[src/rtl/pipe_stage_reg.sv]
// Two-entry pipeline stage register (main + skid) with valid/ready handshake and flush.
// Optional saturating performance counters are enabled by defining STAGE_PERF_EN.
module pipe_stage_reg #(
  parameter int CTRL_W = 9,
  parameter int DATA_W = 137,
  parameter int CNT_W  = 16
) (
  input  logic              clk,
  input  logic              rst,
  input  logic              flush,
  input  logic              in_valid,
  output logic              in_ready,
  input  logic [CTRL_W-1:0] in_ctrl,
  input  logic [DATA_W-1:0] in_data,
  output logic              out_valid,
  input  logic              out_ready,
  output logic [CTRL_W-1:0] out_ctrl,
  output logic [DATA_W-1:0] out_data,
  output logic [1:0]        occ_state
`ifdef STAGE_PERF_EN
  ,
  output logic [CNT_W-1:0]  stall_cnt,
  output logic [CNT_W-1:0]  flush_cnt,
  output logic [CNT_W-1:0]  bubble_cnt
`endif
);

  // Handshake: a beat moves on a port in any cycle where valid and ready are both
  // high at the rising edge; valid never waits on ready, and in_ready comes straight
  // from the occupancy register so out_ready has no combinational path to it.

  typedef enum logic [1:0] {
    OCC_EMPTY = 2'd0,
    OCC_ONE   = 2'd1,
    OCC_TWO   = 2'd2
  } occ_e;

  occ_e              occ_q;
  occ_e              occ_d;
  logic              main_valid;
  logic              skid_valid;
  logic              accept;
  logic              drain;
  logic              load_main;
  logic              load_skid;
  logic              skid_to_main;
  logic [CTRL_W-1:0] main_ctrl;
  logic [DATA_W-1:0] main_data;
  logic [CTRL_W-1:0] skid_ctrl;
  logic [DATA_W-1:0] skid_data;

  assign main_valid = (occ_q != OCC_EMPTY);
  assign skid_valid = (occ_q == OCC_TWO);
  assign in_ready   = !skid_valid;
  assign out_valid  = main_valid;
  assign accept     = in_valid & in_ready & !flush;
  assign drain      = main_valid & out_ready;
  assign occ_state  = occ_q;

  always_ff @(posedge clk or negedge rst) begin
    if (!rst) begin
      occ_q <= OCC_EMPTY;
    end else begin
      occ_q <= occ_d;
    end
  end

  always_comb begin
    occ_d        = occ_q;
    load_main    = 1'b0;
    load_skid    = 1'b0;
    skid_to_main = 1'b0;
    if (flush) begin
      occ_d = OCC_EMPTY;
    end else begin
      case (occ_q)
        OCC_EMPTY: begin
          if (accept) begin
            occ_d     = OCC_ONE;
            load_main = 1'b1;
          end
        end
        OCC_ONE: begin
          case ({accept, drain})
            2'b10: begin
              occ_d     = OCC_TWO;
              load_skid = 1'b1;
            end
            2'b01: occ_d = OCC_EMPTY;
            2'b11: load_main = 1'b1;
            default: occ_d = OCC_ONE;
          endcase
        end
        OCC_TWO: begin
          // in_ready is low here, so no accept can coincide with the skid move
          if (drain) begin
            occ_d        = OCC_ONE;
            skid_to_main = 1'b1;
          end
        end
        default: occ_d = OCC_EMPTY;
      endcase
    end
  end

  // Payload registers only move on an accept or a skid transfer; bubbles leave them untouched
  always_ff @(posedge clk or negedge rst) begin
    if (!rst) begin
      main_ctrl <= '0;
      main_data <= '0;
    end else if (load_main) begin
      main_ctrl <= in_ctrl;
      main_data <= in_data;
    end else if (skid_to_main) begin
      main_ctrl <= skid_ctrl;
      main_data <= skid_data;
    end
  end

  always_ff @(posedge clk or negedge rst) begin
    if (!rst) begin
      skid_ctrl <= '0;
      skid_data <= '0;
    end else if (load_skid) begin
      skid_ctrl <= in_ctrl;
      skid_data <= in_data;
    end
  end

  assign out_ctrl = main_valid ? main_ctrl : '0;
  assign out_data = main_data;

`ifdef STAGE_PERF_EN
  localparam logic [CNT_W-1:0] CNT_ONE = CNT_W'(1);
  localparam logic [CNT_W-1:0] CNT_MAX = '1;

  always_ff @(posedge clk or negedge rst) begin
    if (!rst) begin
      stall_cnt  <= '0;
      flush_cnt  <= '0;
      bubble_cnt <= '0;
    end else begin
      if (main_valid && !out_ready && (stall_cnt != CNT_MAX)) begin
        stall_cnt <= stall_cnt + CNT_ONE;
      end
      if (flush && (flush_cnt != CNT_MAX)) begin
        flush_cnt <= flush_cnt + CNT_ONE;
      end
      if (!main_valid && (bubble_cnt != CNT_MAX)) begin
        bubble_cnt <= bubble_cnt + CNT_ONE;
      end
    end
  end
`endif

endmodule

[config.mk]
export PLATFORM = sky130hd
export DESIGN_NAME = pipe_stage_reg
export DESIGN_NICKNAME = d
export VERILOG_FILES = /design/src/rtl/pipe_stage_reg.sv
export SDC_FILE = /design/constraint.sdc
export NUM_CORES = 1
export LEC_CHECK = 0
export CORE_MARGIN = 1.5
export CORE_UTILIZATION = 45
export CTS_CLUSTER_SIZE = 16
export DETAILED_ROUTE_END_ITERATION = 7
export GPL_TIMING_DRIVEN = 0
export PLACE_DENSITY = 0.75
export RECOVER_POWER = 100
export SLEW_MARGIN = 30
export SYNTH_ARGS = -nofsm -noshare
export SYNTH_HDL_FRONTEND = slang
export SYNTH_SLANG_ARGS = --single-unit
[constraint.sdc]
create_clock -name clk -period 2.2 [get_ports clk]
set_clock_uncertainty 0.2 [all_clocks]
set_input_delay 0.44 -clock clk [delete_from_list [all_inputs] [get_ports clk]]
set_output_delay 0.44 -clock clk [all_outputs]
set_load 0.01 [all_outputs]
==> key figures <==
Synthesis
  – Post-synthesis cell count: 812
  – Netlist cell types: 23
  – Synthesized area: 13900 sq um
  – Top-area cell type share of the netlist area: 52.7%
  – Synth Area per Inst: 17.2 sq um
  – Seq/Total Area, Yosys: 52.7%
  – Cell accounting for the most synthesized area: dfrtp_1
  – Mapped Nets: 965
  – Largest cells by area after synthesis: dfrtp_1, mux2_4, mux2_2, mux2_1, buf_12
  – Post-synthesis sequential element count: 294
  – Main synth FF type: dfrtp_1
  – Top-count cell post-synth: dfrtp_1
  – Most instantiated cells after synthesis: dfrtp_1, mux2_4, mux2_2
  – Post-synth EDFFs: 0
  – YS warnings: 0
  – Post-synth ARST share: 100%

Timing
  – WHS: 182 ps
  – Max Fclk: 416 MHz
  – Final setup viols: 350
  – Setup ws final: -205 ps
  – Slew Limit Fails: 0
  – Final period demand of the worst path: 2410 ps
  – RSZ-0062 raised after global routing: yes
  – Worst-Margin Slew: 761 ps
  – Final Cycle Share: 109%
  – Final Hold Vio Count: 0
  – Slew HR: 49.2%

CTS
  – H-tree levels: 2
  – Worst skew pair latency: 510 ps
  – Clock slew at reported path FFs: 60 ps
  – Clk sinks: 294
  – TritonCTS Buffers: 35
  – Clock Path Buffers: 3
  – Root buf cell: clkbuf_16
  – CTS tree: built

Drt
  – DRC Markers: 0
  – 1st-pass router iterations: 6
  – Antenna violation net count after detailed routing: 0
  – Via Count: 8151
  – Final WL: 34800 microns
  – Met2 wire length: 16600 microns
  – WL/cell: 21.6 microns
  – Vias per inst: 5.07
  – Metal-1 WL: 15100 microns
  – Number of DRC markers in iteration 0: 260
  – Top layer in use: met5
  – Met3 wire len: 2370 microns

Power
  – Tot Pwr: 19300 uW
  – Pleak: 0.00925 uW
  – Maximum vdd drop: 0.669 mV
  – Power share of the clock group: 28.6%
  – Cell Pwr Density: 960 nW/um^2
  – Switching share of power: 25.3%
  – Pint: 14400 uW
  – Gate power share: 30.7%
  – Switching power: 4870 uW
  – Flop pwr share: 40.7%

Place
  – Routability cong.: 0.737
  – # port buffers: 300
  – DP Wirelength: 21800 microns

Global routing
  – Antenna violations before repair: 1
  – Global-route wire length before repair: 50700 microns
  – Largest net degree at the start of global routing: 79
  – GRT Total Usage: 20.4%
  – Vias in the first global route: 8780
  – Grt total ovfl: 0

Cells and area
  – Area growth syn-to-layout: 43.9%
  – Layout Nets: 1339
  – N_diodes: 0
  – Share of cells above drive strength 1: 45.3%
  – Final core occ: 65.8%

Outcome
  – Failing checks: negative setup slack
  – Outcome: complete, but fails checks

Floorplanning
  – Starting Density: 45.7%
  – Site row count: 64
  – Core area: 30500 sq um
  – Die Y: 179 microns
  – IO Pins: 301
  – Chip width: 179 microns
  – Die area: 32100 sq um

Worst setup path
  – CP Capture Type: register
  – Crit path launch type: register
  – Reg2reg end: out_data[134]
  – Worst setup path start: occ_state[0]
  – Crit path arrival time: 2590 ps
  – CP Class: register to register
  – CP Capture Point: out_data[134]
  – Maximum fanout along the worst path: 10
  – CP required: 2380 ps
  – FF-to-FF setup slack: -210 ps
  – Worst reg2reg startpoint: occ_state[0]
  – Worst R2R Path Depth: 9

Job
  – Max cap viols: 0

Hold path
  – Worst min-delay path class: input port to async pin
==> flip-flops by register name (all words and copies together), names as in the netlist <==
| signal | flops |
|---|---|
| occ_state | 2 |
| skid_ctrl | 9 |
| skid_data | 137 |
| out_data | 137 |
| main_ctrl | 9 |
==> kinds of logic (layout without fill, tap and decap cells) <==
logic type / count (synthesis) / in the layout / share of synthesized area, %
DFF: 294 / 294 / 52.7
AOI/OAI and AO/OA: 4 / 4 / 0.188
and+or+nand+nor: 19 / 19 / 0.951
adders and majority gates: 2 / 2 / 0.179
buffers and inverters: 54 / 453 / 4.31
muxes: 439 / 439 / 41.6
==> metrics by stage <==
stage               setup slack, ps  cells  area, sq um  setup TNS [ps]
floorplan                      -141    812        14000          -34140
global placement             -13880   1508        17500        -3923220
detailed placement             -900   1512        17600         -197310
CTS                            -238   1592        19300          -59630
global route                   -284   1607        20100          -88950
finish                         -205   1607        20100          -47580
==> timing repair <==
| item | in CTS | in global routing |
|---|---|---|
| buffers inserted | 12 | 4 |
| hold buffers | 1 | 0 |
| setup endpoints to repair | 304 | 305 |
| cloned | 5 | 15 |
| hold endpoints to repair | 88 | 0 |
| gates resized for setup | 164 | 114 |
| pin swaps | 2 | 3 |
==> area by class of cell <==
type	count	area [sq um]
fillers	2181	10400
flip-flops and latches	294	7360
clock inverters	6	48.8
well taps	396	495
inverters	4	15.0
plain buffers	49	813
repair buffers	338	3680
multi-input cells	464	6610
clock buffers	56	1050
==> layer usage <==
metal | up-vias | GRT usage (%)
met4 | 2 | 5.21
met2 | 222 | 33.6
li1 | 3664 | -
met1 | 4214 | 26.5
met3 | 49 | 5.75
met5 | - | 0
==> critical path, cell delays in order, from the launching register on <==
cell       delay [ps]
dfrtp_1           350
buf_6             120
nand2b_4          120
and3b_2           190
ha_2              180
mux2i_1            70
or3_4             380
clkbuf_16         210
buf_12            160
mux2_4            290
==> cell usage in the layout, fill, tap and decap left out, types with 2 or more instances in the layout <==
| master | count |
|---|---|
| buf_12 | 32 |
| buf_16 | 5 |
| buf_2 | 8 |
| buf_4 | 5 |
| buf_6 | 28 |
| buf_8 | 3 |
| clkbuf_1 | 14 |
| clkbuf_16 | 51 |
| clkbuf_8 | 7 |
| clkdlybuf4s50_1 | 286 |
| clkinv_2 | 3 |
| dfrtp_1 | 293 |
| dlymetal6s2s_1 | 2 |
| inv_1 | 3 |
| mux2_1 | 50 |
| mux2_2 | 12 |
| mux2_4 | 376 |
| nor2_4 | 2 |
| nor2b_1 | 8 |
| o21ai_0 | 2 |
==> worst min path at each step <==
| stage | from | end | slack (ps) | cells past startpoint |
|---|---|---|---|---|
| 6_report | rst | out_data[8] | 180 | 2 |
| 5_1_grt | rst | out_data[8] | 190 | 2 |
| 4_1_cts | rst | out_data[8] | 170 | 2 |
| 3_5_place_dp | rst | out_data[8] | 120 | 1 |
| 3_3_place_gp | skid_data[119] | skid_data[119] | 280 | 1 |
| 2_1_floorplan | rst | main_ctrl[0] | -60 | 0 |
==> power groups by stage <==
stage / combinational, uW / clock, uW / sequential, uW
final: 5910 / 5510 / 7850
after global routing: 6280 / 5870 / 8030
after CTS: 5560 / 5630 / 7790
after detailed placement: 5300 / 0 / 7840
after global placement: 5130 / 0 / 7790
after floorplan: 2830 / 0 / 7950
Note: power is estimated with default switching activity, not from simulation.
